[config.mk]
export PLATFORM = sky130hd
export DESIGN_NAME = child_seq_ctrl
export DESIGN_NICKNAME = d
export VERILOG_FILES = /design/src/rtl/child_seq_ctrl.sv
export SDC_FILE = /design/constraint.sdc
export NUM_CORES = 1
export LEC_CHECK = 0
export ABC_CLOCK_PERIOD_IN_PS = 4000
export CORE_MARGIN = 2
export CORE_UTILIZATION = 60
export DETAILED_ROUTE_END_ITERATION = 16
export DONT_BUFFER_PORTS = 1
export PLACE_DENSITY = 0.78
export SLEW_MARGIN = 25
export SYNTH_ARGS = -nofsm -noshare
export SYNTH_HDL_FRONTEND = slang
export SYNTH_SLANG_ARGS = --single-unit
[constraint.sdc]
create_clock -name clk -period 4 [get_ports clk]
set_clock_uncertainty 0.15 [all_clocks]
set_input_delay 0 -clock clk [delete_from_list [all_inputs] [get_ports clk]]
set_output_delay 0 -clock clk [all_outputs]
set_load 0.02 [all_outputs]
[src/rtl/child_seq_ctrl.sv]
// child_seq_ctrl: launch/collect controller for a bank of NUM_CHILD child instances.
// Children are started either one after another (sequential) or all at once (parallel).
// Each child (seq) or the whole batch (par) gets at most TIMEOUT WAIT cycles to report done.
// Children that miss their window are flagged in err_mask_o.
//
// Ports:
//   clk            rising-edge clock
//   rst_n          synchronous active-low reset
//   start_i        launch request, sampled only in IDLE
//   mode_i         0 = sequential, 1 = parallel; captured on accepted start
//   child_start_o  one-cycle start pulse per child
//   child_done_i   done handshake per child (pulse or level)
//   busy_o         high from LAUNCH through FINISH
//   done_o         one-cycle completion pulse
//   err_mask_o     bit i set = child i timed out; held until the next accepted start
//   cur_idx_o      active child index in sequential mode, else 0
module child_seq_ctrl #(
  parameter int unsigned NUM_CHILD = 5,
  parameter int unsigned TIMEOUT   = 16,
  parameter int unsigned CNT_W     = $clog2(TIMEOUT + 1),
  parameter int unsigned IDX_W     = (NUM_CHILD > 1) ? $clog2(NUM_CHILD) : 1
) (
  input  logic                 clk,
  input  logic                 rst_n,
  input  logic                 start_i,
  input  logic                 mode_i,
  output logic [NUM_CHILD-1:0] child_start_o,
  input  logic [NUM_CHILD-1:0] child_done_i,
  output logic                 busy_o,
  output logic                 done_o,
  output logic [NUM_CHILD-1:0] err_mask_o,
  output logic [IDX_W-1:0]     cur_idx_o
);

  typedef enum logic [1:0] {StIdle, StLaunch, StWait, StFinish} state_e;

  localparam logic [CNT_W-1:0] CntMax  = CNT_W'(TIMEOUT - 1);
  localparam logic [IDX_W-1:0] IdxLast = IDX_W'(NUM_CHILD - 1);

  state_e               state_q, state_d;
  logic                 mode_q, mode_d;
  logic [IDX_W-1:0]     idx_q, idx_d;
  logic [CNT_W-1:0]     cnt_q, cnt_d;
  logic [NUM_CHILD-1:0] pending_q, pending_d;
  logic [NUM_CHILD-1:0] err_q, err_d;

  logic                 resolve;
  logic [NUM_CHILD-1:0] pend_next;

  always_comb begin
    state_d   = state_q;
    mode_d    = mode_q;
    idx_d     = idx_q;
    cnt_d     = cnt_q;
    pending_d = pending_q;
    err_d     = err_q;
    resolve   = 1'b0;
    pend_next = pending_q & ~child_done_i;

    unique case (state_q)
      StIdle: begin
        if (start_i) begin
          mode_d  = mode_i;
          err_d   = '0;
          idx_d   = '0;
          state_d = StLaunch;
        end
      end

      // Done inputs are deliberately not looked at here.
      StLaunch: begin
        cnt_d = '0;
        if (mode_q) begin
          pending_d = {NUM_CHILD{1'b1}};
        end
        state_d = StWait;
      end

      StWait: begin
        if (!mode_q) begin
          // Done beats timeout when both land in the same cycle.
          if (child_done_i[idx_q]) begin
            resolve = 1'b1;
          end else if (cnt_q == CntMax) begin
            err_d[idx_q] = 1'b1;
            resolve      = 1'b1;
          end else begin
            cnt_d = cnt_q + CNT_W'(1);
          end
          if (resolve) begin
            if (idx_q == IdxLast) begin
              state_d = StFinish;
            end else begin
              idx_d   = idx_q + IDX_W'(1);
              state_d = StLaunch;
            end
          end
        end else begin
          pending_d = pend_next;
          if (pend_next == '0) begin
            state_d = StFinish;
          end else if (cnt_q == CntMax) begin
            err_d     = err_q | pend_next;
            pending_d = '0;
            state_d   = StFinish;
          end else begin
            cnt_d = cnt_q + CNT_W'(1);
          end
        end
      end

      StFinish: begin
        idx_d     = '0;
        pending_d = '0;
        state_d   = StIdle;
      end

      default: state_d = StIdle;
    endcase
  end

  always_ff @(posedge clk) begin
    if (!rst_n) begin
      state_q   <= StIdle;
      mode_q    <= 1'b0;
      idx_q     <= '0;
      cnt_q     <= '0;
      pending_q <= '0;
      err_q     <= '0;
    end else begin
      state_q   <= state_d;
      mode_q    <= mode_d;
      idx_q     <= idx_d;
      cnt_q     <= cnt_d;
      pending_q <= pending_d;
      err_q     <= err_d;
    end
  end

  // Outputs decode registered state only, so no input reaches an output combinationally.
  always_comb begin
    child_start_o = '0;
    if (state_q == StLaunch) begin
      child_start_o = mode_q ? {NUM_CHILD{1'b1}} : (NUM_CHILD'(1) << idx_q);
    end
  end

  assign busy_o     = (state_q != StIdle);
  assign done_o     = (state_q == StFinish);
  assign err_mask_o = err_q;
  assign cur_idx_o  = (state_q != StIdle && !mode_q) ? idx_q : '0;

endmodule
# Word-level counts from Yosys, hierarchy flattened
# Cells that the tools add are included.
# totals
regBits,21
output_inout_bits,15
# op_classes
add_sub_neg,2
n_lt_le_gt_ge,2
n_eq_ne,16
shift,1
muxes,40
bitwise,4
reduce_logical,16
# op_table
op,n
2-to-1 mux 5 bit,16
one-hot mux 5 bit (2 select lines),2
2-to-1 mux 3 bit,5
one-hot mux 5 bit (3 select lines),1
2-to-1 mux 2 bit,6
!= test 2 bit (second input constant),6
bitwise OR 5 bit,2
AND reduction 5 bit,2
one-hot mux 3 bit (3 select lines),1
AND reduction 3 bit,3
one-hot mux 2 bit (4 select lines),1
2-to-1 mux 1 bit,6
!= test 3 bit (second input constant),2
nonzero test 2 bit,3
nonzero test 3 bit,2
adder 5 x 1 -> 5 bit (second input constant),1
bitwise AND 5 bit,1
equality test 5 x 4 -> 1 bit (second input constant),1
zero test 5 bit,1
NOT 5 bit,1
<< shifter 1 x 3 -> 5 bit (first input constant),1
equality test 2 bit (second input constant),2
< comparator 3 x 4 -> 1 bit (second input constant),1
!= test 4 bit (second input constant),1
12 further kinds,13

# Longest topological paths before layout
# logic_depth
ltp_word,9
depth_mapped,8
mapped_depth_nobuf,7

# Worst setup path before layout
# No wires, ideal clock.
# synth_timing
path_kind,register -> register
from,register cnt_q[0]
to,register cnt_q[0]
arrival_ps,1729
slack_ps,2049
stages_incl_launch_ff,8
synth_period_minus_slack_ps,1951
path_cell_list,dfxtp_1 ha_1 and3_1 ha_1 nand2b_1 clkbuf_1 nor3_4 mux2i_1
# synth_via
elab_chain_cells,5
elab_cells_between_ends,7
classes_between,1 x add/sub; 1 x eq/ne; 5 x mux
# synth_rtl
element,line_no,source
start: declaration,43,"logic [CNT_W-1:0] cnt_q, cnt_d;"
start signal: assignment,134,cnt_q <= cnt_d;
adder 5 x 1 -> 5 bit / equality test 5 x 4 -> 1 bit (equally long branches),--,
2-to-1 mux 5 bit *,"84, 102",
"2-to-1 mux 5 bit, on equally long branches","82, 100",
2-to-1 mux 5 bit *,80,if (!mode_q) begin
one-hot mux 5 bit (2 select lines) *,60,unique case (state_q)
# Every way passes the cells marked *; elsewhere a longest branch is shown, timed or not. The select of a mux whose other input is x is not followed.
# A chain may end at the register's enable or synchronous reset.

# Worst setup path in the final report
# layout_timing
from,register state_q[0]
to,register pending_q[2]
# layout_via
elab_chain_cells,3
elab_cells_between_ends,8
classes_between,5 x eq/ne; 1 x mux; 2 x reduce/logical
# layout_rtl
element,line_no,source
start: declaration,40,"state_e state_q, state_d;"
start signal: assignment,124,state_q <= StIdle;
start signal: assignment,131,state_q <= state_d;
equality test 2 bit / equality test 2 x 1 -> 1 bit (equally long branches),60,
!= test 2 bit (no line) / nonzero test 3 bit (equally long branches),--,
AND reduction 3 bit (no line),--,
end signal: assignment,135,pending_q <= pending_d;
end: declaration,44,"logic [NUM_CHILD-1:0] pending_q, pending_d;"
# Several ways; a longest one is shown, not always the timed one.

==> results.sh <==
export IMPL_finalInstanceArea_mm2=0.00151
export IMPL_insertion_delay_ns=0.31
export IMPL_syn2layout_area_growth_pct=8.13
export IMPL_die_h_um=52.3
export IMPL_placed_area_mm2=0.00140
export IMPL_endpoint_kind="flip-flop"
export IMPL_final_util=0.684
export IMPL_relSlewSlack=0.501
export IMPL_coreArea_mm2=0.00221
export IMPL_mostFrequentLayoutCell="dfxtp_1"
export IMPL_dp_hpwl_um=2210
export IMPL_final_cell_mix="dfxtp_1 (21), nor2_1 (16), ha_1 (11)"
export IMPL_whs_ns=0.0191
export IMPL_vias=1232
export IMPL_path_class="reg2reg"
export IMPL_cp_cell_sequence="inv_1 -> ha_1 -> nand2b_1 -> nor2_1 -> o21ai_0 -> a21boi_0 -> dlygate4sd3_1"
export IMPL_tns_ns=0
export IMPL_cts_buffer_depth=2
export IMPL_hold_class="in2reg"
export IMPL_grt_pass1_vias=1148
export IMPL_holdCritStartpoint="child_done_i[0]"
export IMPL_die_area_mm2=0.00274
export IMPL_cts_tree="built"
export IMPL_synthCells=169
export IMPL_synth_main_ff_cell="dfxtp_1"
export IMPL_drtIter0Drc=35
export IMPL_grt_overflow=0
export IMPL_start_util=0.633
export IMPL_period_share=0.651
export IMPL_io_pins=24
export IMPL_status="completed"
export IMPL_p_leak_uw=0.000563
export IMPL_grt_start_max_net_pins=25
export IMPL_required_ns=4.11
export IMPL_cp_startpoint="state_q[0]"
export IMPL_switchingPower_uw=226
export IMPL_clock_sinks=21
export IMPL_internal_power_uw=341
export IMPL_die_w_um=52.3
export IMPL_synth_fp_nets=189
export IMPL_drive_gt1_frac=0.0747
export IMPL_rsz0062_at_grt="false"
export IMPL_wirelength_um=3150
export IMPL_rows=17
export IMPL_ys_ff_latch=21
export IMPL_avgSynthCellArea_um2=8.28
export IMPL_async_reset_ff_frac=0
export IMPL_pwr_share_comb=0.361
export IMPL_power_frac_seq=0.454
export IMPL_fmaxAchievable_ghz=0.384
export IMPL_cts_root_buffer="clkbuf_4"
export IMPL_max_cap_violations=0
export IMPL_ctsHtreeMaxLevel=1
export IMPL_routed_via_density=6.10
export IMPL_grtUsageTotal=0.249
export IMPL_yosysWarnings=0
export IMPL_clk_pin_slew_ns=0.13
export IMPL_ir_drop_mv=0.264
export IMPL_routedWlPerCell_um=15.6
export IMPL_p_clk_frac=0.185
export IMPL_drc=0
export IMPL_synth_edf_count=0
export IMPL_cts_setup_buffers=0
export IMPL_netlist_area_mm2=0.00140
export IMPL_period_needed_ns=2.61
export IMPL_crit_buf_inv=2
export IMPL_nNetsFinal=195
export IMPL_antenna_cells=0
export IMPL_crit_fanout=16
export IMPL_r2r_start="state_q[0]"
export IMPL_crit_arrival_ns=2.72
export IMPL_worst_setup_path_start_kind="flip-flop"
export IMPL_maxSlewViolCount=0
export IMPL_setup_viol=0
export IMPL_grt_pass1_wl_um=5150
export IMPL_antenna_found_initial=0
export IMPL_routabilityCongestion=0.781
export IMPL_p_per_area_mw_per_mm2=374
export IMPL_synth_seq_area_share=0.300
export IMPL_cts_made_buffers=3
export IMPL_dr_pass1_iters=4
export IMPL_synth_cell_types=39
export IMPL_final_hold_viol_count=0
export IMPL_p_sw_frac=0.399
export IMPL_crit_path_max_incr_delay_ns=0.56
export IMPL_slowest_stage="dlygate4sd3_1"
export IMPL_ant_nets=0
export IMPL_path_delay_family="buffers and inverters"
export IMPL_io_buffers=0
export IMPL_tightest_slew_ns=0.748
kinds of logic after synthesis:
family,Yosys count,synth area share
compound gates,42,0.210
fa+ha+maj,11,0.0983
buf+inv,18,0.0545
flops,21,0.300
mux,6,0.0474
simple gates,71,0.290
per-stage QoR:
stage	total power, uW	worst slack (ns)	cells
floorplan	409	2.05	169
global placement	437	1.93	189
detailed placement	443	1.86	189
CTS	559	1.49	202
global route	605	1.13	202
finish	566	1.39	202
routing by layer:
metal  part of all wire  GRT usage  up-vias
met1               0.46      0.320      580
met2               0.50      0.438       32
met5                  0          0        -
met4             0.0092     0.0641        0
met3              0.037     0.0314        4
li1                   -          -      616
final cells by class:
cell class,instances,area (um2)
clock inverters,1,5.00
repair buffers,9,90.1
fillers,187,698
inverters,10,37.5
flip-flops and latches,21,420
well taps,28,35.0
clock buffers,3,22.5
multi-input cells,130,903
path summary, 6_finish.rpt:
path / end / slack (ns) / cells past startpoint
setup reg to reg: pending_q[2] / 1.39 / 7
hold / removal: err_mask_o[0] / 0.02 / 3
hold reg to reg: cnt_q[4] / 0.34 / 2
setup / recovery: pending_q[2] / 1.39 / 7
worst register-to-register path, cell delays in order (launching register included):
cell	delay (ns)
dfxtp_1	0.36
inv_1	0.11
ha_1	0.50
nand2b_1	0.39
nor2_1	0.20
o21ai_0	0.10
a21boi_0	0.21
dlygate4sd3_1	0.56
synthesized netlist by cell type, types with 4 or more instances:
master	number	share of area
nor3_1	5	0.018
o21ai_0	10	0.036
a21oi_1	5	0.018
nand3_1	10	0.036
dfxtp_1	21	0.30
inv_1	10	0.027
nand2_1	10	0.027
nor2b_1	4	0.018
clkbuf_1	6	0.016
nor2_1	16	0.043
a22o_1	8	0.050
mux2i_1	4	0.029
ha_1	11	0.098
and3_1	4	0.018
a21boi_0	6	0.032
nand2b_1	6	0.027
power by group through the flow:
stage	clock network [uW]	logic [uW]	registers (uW)
2_1_floorplan	0	161	248
3_3_place_gp	0	180	258
3_5_place_dp	0	184	259
4_1_cts	105	200	254
5_1_grt	116	228	260
6_report	105	205	257
state kept, by name (all words and copies together), names as in the netlist:
register / flops
state_q: 2
cnt_q: 5
mode_q: 1
idx_q: 3
err_mask_o: 5
pending_q: 5
timing repair:
item                                   CTS  global route
endpoints found under the hold margin   21             0
setup endpoints to repair                0             0
hold buffers                             9             0
gates resized for setup                  0             0
No activity file was read; power rests on OpenSTA's default activity.
